### config.mk
export PLATFORM = sky130hd
export DESIGN_NAME = div_unit
export DESIGN_NICKNAME = d
export VERILOG_FILES = /design/src/rtl/div_unit.sv
export SDC_FILE = /design/constraint.sdc
export NUM_CORES = 1
export LEC_CHECK = 0
export BUFFER_PORTS_ARGS = -buffer_cell sky130_fd_sc_hd__buf_2
export CORE_ASPECT_RATIO = 0.9
export CORE_MARGIN = 4
export CORE_UTILIZATION = 45
export CTS_CLUSTER_SIZE = 10
export DETAILED_ROUTE_END_ITERATION = 7
export GPL_TIMING_DRIVEN = 0
export PLACE_DENSITY = 0.74
export SLEW_MARGIN = 20
export SYNTH_ARGS = -nofsm -noshare
export SYNTH_HDL_FRONTEND = slang
export SYNTH_SLANG_ARGS = --single-unit
### constraint.sdc
create_clock -name clk -period 7.2 [get_ports clk]
set_clock_uncertainty 0.2 [all_clocks]
set_input_delay 1.44 -clock clk [delete_from_list [all_inputs] [get_ports clk]]
set_output_delay 1.44 -clock clk [all_outputs]
set_load 0.005 [all_outputs]
### src/rtl/div_unit.sv
// div_unit: multi-cycle radix-2 restoring divider for DIV/DIVU.
// One quotient bit per clock. Signed division divides operand magnitudes and
// applies the sign correction on the final iteration.
// result_o = {remainder, quotient}, both registered together with ready_o.
module div_unit #(
    parameter int WIDTH = 32,
    parameter int CNT_W = 6
) (
    input  logic               clk,
    input  logic               rst,
    input  logic               start_i,
    input  logic               annul_i,
    input  logic               signed_div_i,
    input  logic [WIDTH-1:0]   opdata1_i,
    input  logic [WIDTH-1:0]   opdata2_i,
    output logic [2*WIDTH-1:0] result_o,
    output logic               ready_o
);

    localparam logic [CNT_W-1:0] LAST_CNT = CNT_W'(WIDTH - 1);

    typedef enum logic [1:0] {
        ST_FREE    = 2'b00,
        ST_BY_ZERO = 2'b01,
        ST_ON      = 2'b10,
        ST_END     = 2'b11
    } state_t;

    state_t             state, state_nxt;
    logic [CNT_W-1:0]   cnt, cnt_nxt;
    logic [WIDTH-1:0]   dvd, dvd_nxt;      // dividend, shifted out MSB first
    logic [WIDTH-1:0]   dvs, dvs_nxt;      // divisor magnitude
    logic [WIDTH-1:0]   rem, rem_nxt;      // partial remainder
    logic [WIDTH-1:0]   quo, quo_nxt;      // partial quotient
    logic               sign_q, sign_q_nxt;
    logic               sign_r, sign_r_nxt;
    logic [2*WIDTH-1:0] result_nxt;
    logic               ready_nxt;

    logic               accept;
    logic               abort;
    logic               last_iter;
    logic [WIDTH-1:0]   op1_mag, op2_mag;
    logic [WIDTH-1:0]   rem_sh, rem_step, quo_step, rem_fin, quo_fin;
    logic [WIDTH:0]     diff;

    assign accept    = start_i & ~annul_i;
    assign abort     = annul_i | ~start_i;
    assign last_iter = (cnt == LAST_CNT);

    // Operands enter the datapath as magnitudes for DIV, untouched for DIVU.
    // The most negative value maps onto itself, which is the correct unsigned magnitude.
    assign op1_mag = (signed_div_i && opdata1_i[WIDTH-1]) ? -opdata1_i : opdata1_i;
    assign op2_mag = (signed_div_i && opdata2_i[WIDTH-1]) ? -opdata2_i : opdata2_i;

    // One restoring step. After k steps the partial remainder is below 2**k, so the
    // remainder MSB dropped by the shift is always zero before the final step.
    assign rem_sh   = {rem[WIDTH-2:0], dvd[WIDTH-1]};
    assign diff     = {1'b0, rem_sh} - {1'b0, dvs};
    assign rem_step = diff[WIDTH] ? rem_sh : diff[WIDTH-1:0];
    assign quo_step = {quo[WIDTH-2:0], ~diff[WIDTH]};

    // Sign correction applied to the last step's outputs (modulo 2**WIDTH).
    assign quo_fin = sign_q ? -quo_step : quo_step;
    assign rem_fin = sign_r ? -rem_step : rem_step;

    // State register.
    always_ff @(posedge clk) begin
        // NOTE: sequential state uses non-blocking assignments so every register
        // samples pre-edge values regardless of process ordering.
        if (rst) begin
            state <= ST_FREE;
        end else begin
            state <= state_nxt;
        end
    end

    // Next-state logic.
    always_comb begin
        // NOTE: every always_comb output gets a default first so no path leaves it
        // unassigned and no latch is inferred.
        state_nxt = state;
        unique case (state)
            ST_FREE: begin
                if (accept) begin
                    state_nxt = (opdata2_i == '0) ? ST_BY_ZERO : ST_ON;
                end
            end
            ST_BY_ZERO: begin
                state_nxt = abort ? ST_FREE : ST_END;
            end
            ST_ON: begin
                if (abort) begin
                    state_nxt = ST_FREE;
                end else if (last_iter) begin
                    state_nxt = ST_END;
                end
            end
            ST_END: begin
                state_nxt = start_i ? ST_END : ST_FREE;
            end
            default: state_nxt = ST_FREE;
        endcase
    end

    // Output and datapath next values: operand capture, iteration, result publish.
    always_comb begin
        cnt_nxt    = cnt;
        dvd_nxt    = dvd;
        dvs_nxt    = dvs;
        rem_nxt    = rem;
        quo_nxt    = quo;
        sign_q_nxt = sign_q;
        sign_r_nxt = sign_r;
        result_nxt = result_o;
        ready_nxt  = ready_o;
        unique case (state)
            ST_FREE: begin
                result_nxt = '0;
                ready_nxt  = 1'b0;
                if (accept) begin
                    cnt_nxt    = '0;
                    dvd_nxt    = op1_mag;
                    dvs_nxt    = op2_mag;
                    rem_nxt    = '0;
                    quo_nxt    = '0;
                    sign_q_nxt = signed_div_i & (opdata1_i[WIDTH-1] ^ opdata2_i[WIDTH-1]);
                    sign_r_nxt = signed_div_i & opdata1_i[WIDTH-1];
                end
            end
            ST_BY_ZERO: begin
                // Entering END with a zero result; ready_o rises on the following edge.
                result_nxt = '0;
                ready_nxt  = 1'b0;
            end
            ST_ON: begin
                if (abort) begin
                    result_nxt = '0;
                    ready_nxt  = 1'b0;
                end else begin
                    cnt_nxt = cnt + CNT_W'(1);
                    dvd_nxt = {dvd[WIDTH-2:0], 1'b0};
                    rem_nxt = rem_step;
                    quo_nxt = quo_step;
                    if (last_iter) begin
                        result_nxt = {rem_fin, quo_fin};
                        ready_nxt  = 1'b1;
                    end
                end
            end
            ST_END: begin
                // Result held while execute keeps start_i high; cleared once it lets go.
                if (start_i) begin
                    ready_nxt = 1'b1;
                end else begin
                    result_nxt = '0;
                    ready_nxt  = 1'b0;
                end
            end
            default: begin
                result_nxt = '0;
                ready_nxt  = 1'b0;
            end
        endcase
    end

    // Datapath and output registers.
    always_ff @(posedge clk) begin
        if (rst) begin
            // NOTE: the operand and partial-result registers are reset too, so a
            // reset leaves no stale quotient bits that could ever be observed.
            cnt      <= '0;
            dvd      <= '0;
            dvs      <= '0;
            rem      <= '0;
            quo      <= '0;
            sign_q   <= 1'b0;
            sign_r   <= 1'b0;
            result_o <= '0;
            ready_o  <= 1'b0;
        end else begin
            cnt      <= cnt_nxt;
            dvd      <= dvd_nxt;
            dvs      <= dvs_nxt;
            rem      <= rem_nxt;
            quo      <= quo_nxt;
            sign_q   <= sign_q_nxt;
            sign_r   <= sign_r_nxt;
            result_o <= result_nxt;
            ready_o  <= ready_nxt;
        end
    end

endmodule

# After elaboration in Yosys (flattened, before gate mapping)
# Cells that the tools add are included.
dict set report classes {
  n_addsub 6
  eq_ne 8
  muxes 31
  bitwise_logic 8
  n_reduce_logical 10
}
# cell count
set ops {}
lappend ops {{$mux 32} 7}
lappend ops {{$mux 64} 3}
lappend ops {{$pmux 64 s3} 1}
lappend ops {{$neg 32->32} 4}
lappend ops {{$pmux 31 s2} 2}
lappend ops {{$mux 31} 3}
lappend ops {{$pmux 32 s2} 1}
lappend ops {{$sub 32x32->33} 1}
lappend ops {{$logic_not 32->1} 1}
lappend ops {{$mux 2} 6}
lappend ops {{$mux 6} 2}
lappend ops {{$pmux 6 s2} 1}
lappend ops {{$pmux 2 s4} 1}
lappend ops {{$add 6x1->6 const B} 1}
lappend ops {{$eq 6x5->1 const B} 1}
lappend ops {{$ne 2x2->1 const B} 3}
lappend ops {{$reduce_and 2->1} 3}
lappend ops {{$eq 2x2->1 const B} 2}
lappend ops {{$and 1x1->1} 3}
lappend ops {{$mux 1} 3}
lappend ops {{$ne 3x3->1 const B} 1}
lappend ops {{$not 1->1} 3}
lappend ops {{$pmux 1 s3} 1}
lappend ops {{$reduce_and 3->1} 1}
lappend ops {{7 further kinds} 8}
dict set report totals {
  register_bits 201
  output_inout_bits 65
  wordCells 73
}

# Depth between registers and ports, before layout
dict set report depth {
  depth_word 7
  mapped_depth 24
  depth_no_buf 20
}

# Least setup slack after synthesis
# Ideal clock, no wire load.
dict set report synth_path {
  kind {register to register}
  from {register dvd[31]}
  to {register result_o[54]}
  setup_time_ps 117
  t_arrival_ps 4229
  t_required_ps 6883
  slack_ps 2654
  stages_incl_launch_ff 24
  synth_period_minus_slack_ps 4546
  cell_sequence {dfxtp_1 -> inv_1 -> ha_1 -> fa_1 -> nor2b_1 -> o31a_1 -> o211ai_2 -> a31oi_4 -> or2_4 -> inv_2 -> buf_2 -> buf_2 -> buf_2 -> buf_2 -> a21oi_1 -> ha_1 -> nand2_1 -> and4b_1 -> mux2i_1 -> o21bai_1 -> nand4bb_1 -> o21ai_0 -> xor2_1 -> a22o_1}
}
dict set report synth_between {
  elab_chain_len 7
}
# element line_no
set synth_lines {}
lappend synth_lines {{start: declaration} 31} ;# logic [WIDTH-1:0] dvd, dvd_nxt;
lappend synth_lines {{start signal: assignment} 183} ;# dvd <= dvd_nxt;
lappend synth_lines {{$sub 32x32->33} 59} ;# assign diff = {1'b0, rem_sh} - {1'b0, dvs};
lappend synth_lines {{$mux 32 *} 60} ;# assign rem_step = diff[WIDTH] ? rem_sh : diff[WIDTH-1:0];
lappend synth_lines {{$neg 32->32} 65} ;# assign rem_fin = sign_r ? -rem_step : rem_step;
lappend synth_lines {{$mux 32 *} 65}
lappend synth_lines {{$mux 64 *} 145} ;# if (last_iter) begin
lappend synth_lines {{$mux 64 *} 137} ;# if (abort) begin
lappend synth_lines {{$pmux 64 s3 *} 117} ;# unique case (state)
lappend synth_lines {{end signal: assignment} 189} ;# result_o <= result_nxt;
lappend synth_lines {{end: declaration} 16} ;# output logic [2*WIDTH-1:0] result_o,
# Mark *: on every way between the ends. The rest lies on a longest branch, timed or not. The select of a mux whose other input is x is not followed.
# A chain may end at the register's enable or synchronous reset.

# Final worst setup path
dict set report layout_path {
  from {register dvd[31]}
  to {register result_o[60]}
}
# Same word-level chain as after synthesis.

==> metrics.md <==
| Metric | Value |
|---|---|
| Status | `completed` |
| Placer Congestion | `0.945` |
| Seq/Total Area, Yosys | `32.4%` |
| Tmin final | `5.89 ns` |
| WP data required | `7.38 ns` |
| Nets | `1,869` |
| Router iterations before antenna repair | `7` |
| Final setup violation count | `0` |
| Worst r2r src | `dvd[31]` |
| PostCTS Resize Cnt | `0` |
| CTS tree | `done` |
| Leak pwr | `0.00568 uW` |
| Final wirelength | `39,300 um` |
| Switch Pwr | `1360 uW` |
| Power share of the clock group | `29.9%` |
| Row Count | `57` |
| Hold Fails Final Rpt | `0` |
| # clock sinks | `201` |
| Antenna diode count | `0` |
| Clk slew on worst S/H paths | `0.06 ns` |
| Avg Inst Size Synth | `7.78 um2` |
| Yosys reg bits | `201` |
| Max Clock Freq | `170 MHz` |
| Die X | `183 um` |
| Hold Path End | `result_o[27]` |
| Post-CTS Hold Buffers | `0` |
| Hold Crit Class | `reg2reg` |
| Final Max Tran Viols | `0` |
| WS Path Type | `reg2reg` |
| Post-synth EDFFs | `0` |
| Synth warn | `0` |
| Initial antenna violation count | `0` |
| Setup WS pre-CTS | `1.56 ns` |
| RSZ-0062 raised after global routing | `false` |
| Fillers | `2,659` |
| Ys async rst share | `0%` |
| Post-route cell area | `14,200 um2` |
| Clk Tree Root Cell | `clkbuf_16` |
| Via density per instance | `5.94` |
| DIE AREA | `30,300 um2` |
| Worst reg2reg path endpoint | `result_o[60]` |
| Pin count of the biggest net entering global routing | `12` |
| Critical path startpoint category | `flip-flop` |
| Comb pwr share | `35.8%` |
| Non-Filler Instances | `2,115` |
| Hold_sp | `result_o[27]` |
| Max-cap violations | `0` |
| I/O pin count | `134` |
| Synth unique cells | `88` |
| Mapped Cells | `1,598` |
| Vias in the first global route | `11,683` |
| Hold Path Stages | `2` |
| Synth Flop Type | `dfxtp_1` |
| Power per Cell Area | `254 nW/um2` |
| Int Pwr | `2250 uW` |
| CP Capture Type | `flip-flop` |
| Post-CTS Repair Setup Buffers | `0` |
| TritonCTS Buffers | `25` |
| Starting DRT DRC Count | `1,532` |
| CTS Buffer Depth | `3` |
| Worst-Skew Late Latency | `0.52 ns` |
| Core Box Area | `27,100 um2` |
| Syn Nets | `1,709` |
| GR Util All Layers | `24.9%` |
| Total grt overflow | `0` |
| CP Max Fanout | `10` |
| Post-Syn Area | `12,400 um2` |
| Register share of total power | `34.3%` |
| Hpwl dp | `30,600 um` |
| # placed instances | `2,085` |
| Antenna Nets Post-Route | `0` |
| Post-DP Area | `13,500 um2` |
| Setup TNS Final | `0 ns` |
| CP arrival | `6.07 ns` |
| FF-to-FF path depth | `22` |
| DR DRC count | `0` |
| Measured slew at the worst slew-check pin | `0.867 ns` |
| Die H | `166 um` |
| Rel. slew slack | `41.7%` |
| Maximum VDD drop | `177 uV` |
| First-pass GRT wire length | `63,000 um` |
| Initial core utilization | `45.9%` |
| Tcrit/Tclk final | `81.9%` |
| Total Power Consumption | `3600 uW` |
| Setup ws final | `1.31 ns` |
| Layout cell share with drive strength beyond 1 | `12.0%` |
| H-tree Lvls | `1` |
| Flop2flop setup slack | `1.31 ns` |
| Total number of vias | `12,560` |
| Synth-to-Final Area Change | `14.3%` |
| Switching share of power | `37.7%` |
| I/O Buffers | `133` |
| Drt wl/cell | `18.6 um` |
==> worst max path at each step <==
| stage | startpoint | endpoint | slack [ns] | cells after the start |
|---|---|---|---|---|
| 3_3_place_gp | dvs[5] | result_o[26] | 1.56 | 22 |
| 5_1_grt | dvs[5] | result_o[26] | 1.09 | 22 |
| 6_report | dvd[31] | result_o[60] | 1.31 | 22 |
| 2_1_floorplan | dvd[31] | result_o[54] | 2.65 | 23 |
| 4_1_cts | dvs[5] | result_o[26] | 1.54 | 22 |
| 3_5_place_dp | dvs[5] | result_o[26] | 1.56 | 22 |
==> registers in the layout, summed over array words and instances, names as in the netlist <==
| signal | flops |
|---|---|
| cnt | 6 |
| dvs | 32 |
| quo | 31 |
| ready_o | 1 |
| sign_q | 1 |
| result_o | 64 |
| sign_r | 1 |
| rem | 31 |
| dvd | 32 |
| state | 2 |
==> power groups by stage <==
| stage | Combinational (uW) | Clock [uW] | Sequential (uW) |
|---|---|---|---|
| 3_5_place_dp | 1250 | 0 | 1260 |
| 3_3_place_gp | 1240 | 0 | 1250 |
| 5_1_grt | 1420 | 1140 | 1240 |
| 4_1_cts | 1260 | 1090 | 1230 |
| 6_report | 1290 | 1080 | 1240 |
| 2_1_floorplan | 908 | 0 | 1240 |
==> cells in the mapped netlist, types with 4 or more instances <==
| library cell | count | area share, % |
|---|---|---|
| o21ai_0 | 93 | 3.7 |
| nand2_1 | 168 | 5.1 |
| and2_1 | 14 | 0.70 |
| a211oi_1 | 30 | 1.8 |
| dfxtp_1 | 201 | 32 |
| nor2b_1 | 11 | 0.55 |
| or3_1 | 26 | 1.3 |
| nor2_1 | 218 | 6.6 |
| buf_2 | 15 | 0.60 |
| o21bai_1 | 4 | 0.24 |
| o31ai_1 | 25 | 1.5 |
| buf_1 | 15 | 0.45 |
| nor3_1 | 37 | 1.5 |
| clkbuf_1 | 64 | 1.9 |
| or4_1 | 11 | 0.66 |
| nor3b_1 | 7 | 0.42 |
| a222oi_1 | 16 | 1.3 |
| a31oi_1 | 11 | 0.55 |
| ha_1 | 41 | 4.1 |
| o21ai_1 | 9 | 0.36 |
| or2_2 | 5 | 0.25 |
| a21o_1 | 10 | 0.60 |
| and4_1 | 9 | 0.63 |
| inv_1 | 57 | 1.7 |
| a311oi_1 | 7 | 0.49 |
| o21a_1 | 13 | 0.79 |
| xnor2_1 | 71 | 5.0 |
| a22oi_1 | 85 | 5.1 |
| mux2i_1 | 7 | 0.56 |
| nand2b_1 | 12 | 0.60 |
| nor4_1 | 10 | 0.50 |
| o41ai_1 | 10 | 0.70 |
| a21oi_1 | 102 | 4.1 |
| o211ai_1 | 8 | 0.48 |
| xor2_1 | 56 | 3.9 |
| nand3_1 | 21 | 0.85 |
| nand4_1 | 10 | 0.50 |
| and3_1 | 7 | 0.35 |
| a22o_1 | 10 | 0.70 |
==> per-stage QoR <==
step           util [%]  hold slack [ns]
3_3_place_gp       50.0            0.231
6_report           52.4            0.246
4_1_cts            52.4            0.250
2_1_floorplan         -            0.232
3_5_place_dp       50.0            0.243
5_1_grt            52.4            0.269
==> logic make-up after synthesis <==
| kind of cell | share of synthesized area (%) |
|---|---|
| and+or+nand+nor | 22.0 |
| AOI/OAI and AO/OA | 26.6 |
| DFF | 32.4 |
| buffers and inverters | 5.01 |
| xor gates and xnor gates | 8.95 |
| adders and majority gates | 4.29 |
| muxes | 0.836 |
==> cell usage in the layout (no fill, tap or decap), types with 11 or more instances in the layout <==
cell type	n
a211oi_1	30
a21oi_1	102
a222oi_1	16
a22oi_1	85
a31oi_1	11
and2_1	14
buf_1	15
buf_2	148
clkbuf_1	65
clkbuf_16	25
dfxtp_1	201
ha_1	41
inv_1	57
nand2_1	168
nand2b_1	12
nand3_1	21
nor2_1	218
nor2b_1	11
nor3_1	37
o21a_1	13
o21ai_0	93
o31ai_1	25
or3_1	26
or4_1	11
xnor2_1	71
xor2_1	56
==> critical path, stage by stage (launching register included) <==
cell and delay, ns:
dfxtp_1 0.45, inv_1 0.09, ha_1 0.23, fa_1 0.41, nor2b_1 0.32, o31a_1 0.27
o211ai_2 0.19, a31oi_4 0.32, or2_4 0.21, inv_2 0.06, buf_2 0.21, buf_2 0.24
buf_2 0.23, buf_2 0.25, a21oi_1 0.27, ha_1 0.34, nand2_1 0.07, and4b_1 0.28
a32o_1 0.24, nand3_1 0.20, o21ai_0 0.24, xnor2_1 0.28, o21ai_0 0.13
==> final cells by class <==
class                      count  area [um2]  area share, %
buffer                        97         405           2.85
inverter                      58         218           1.53
timing repair buffer         133         666           4.69
sequential                   201        4020           28.3
clock buffer                  27         643           4.53
multi-input combinational   1242        7780           54.8
clock inverter                 3        21.3          0.150
tap                          354         443           3.12
==> layer usage <==
metal,GRT usage (%),up-vias,wire length (um)
li1,-,6083,-
met1,36.6,5910,18000
met4,5.41,0,872
met5,0,-,0
met3,4.21,65,3520
met2,38.2,502,17000
(Power assumes the default switching activity.)
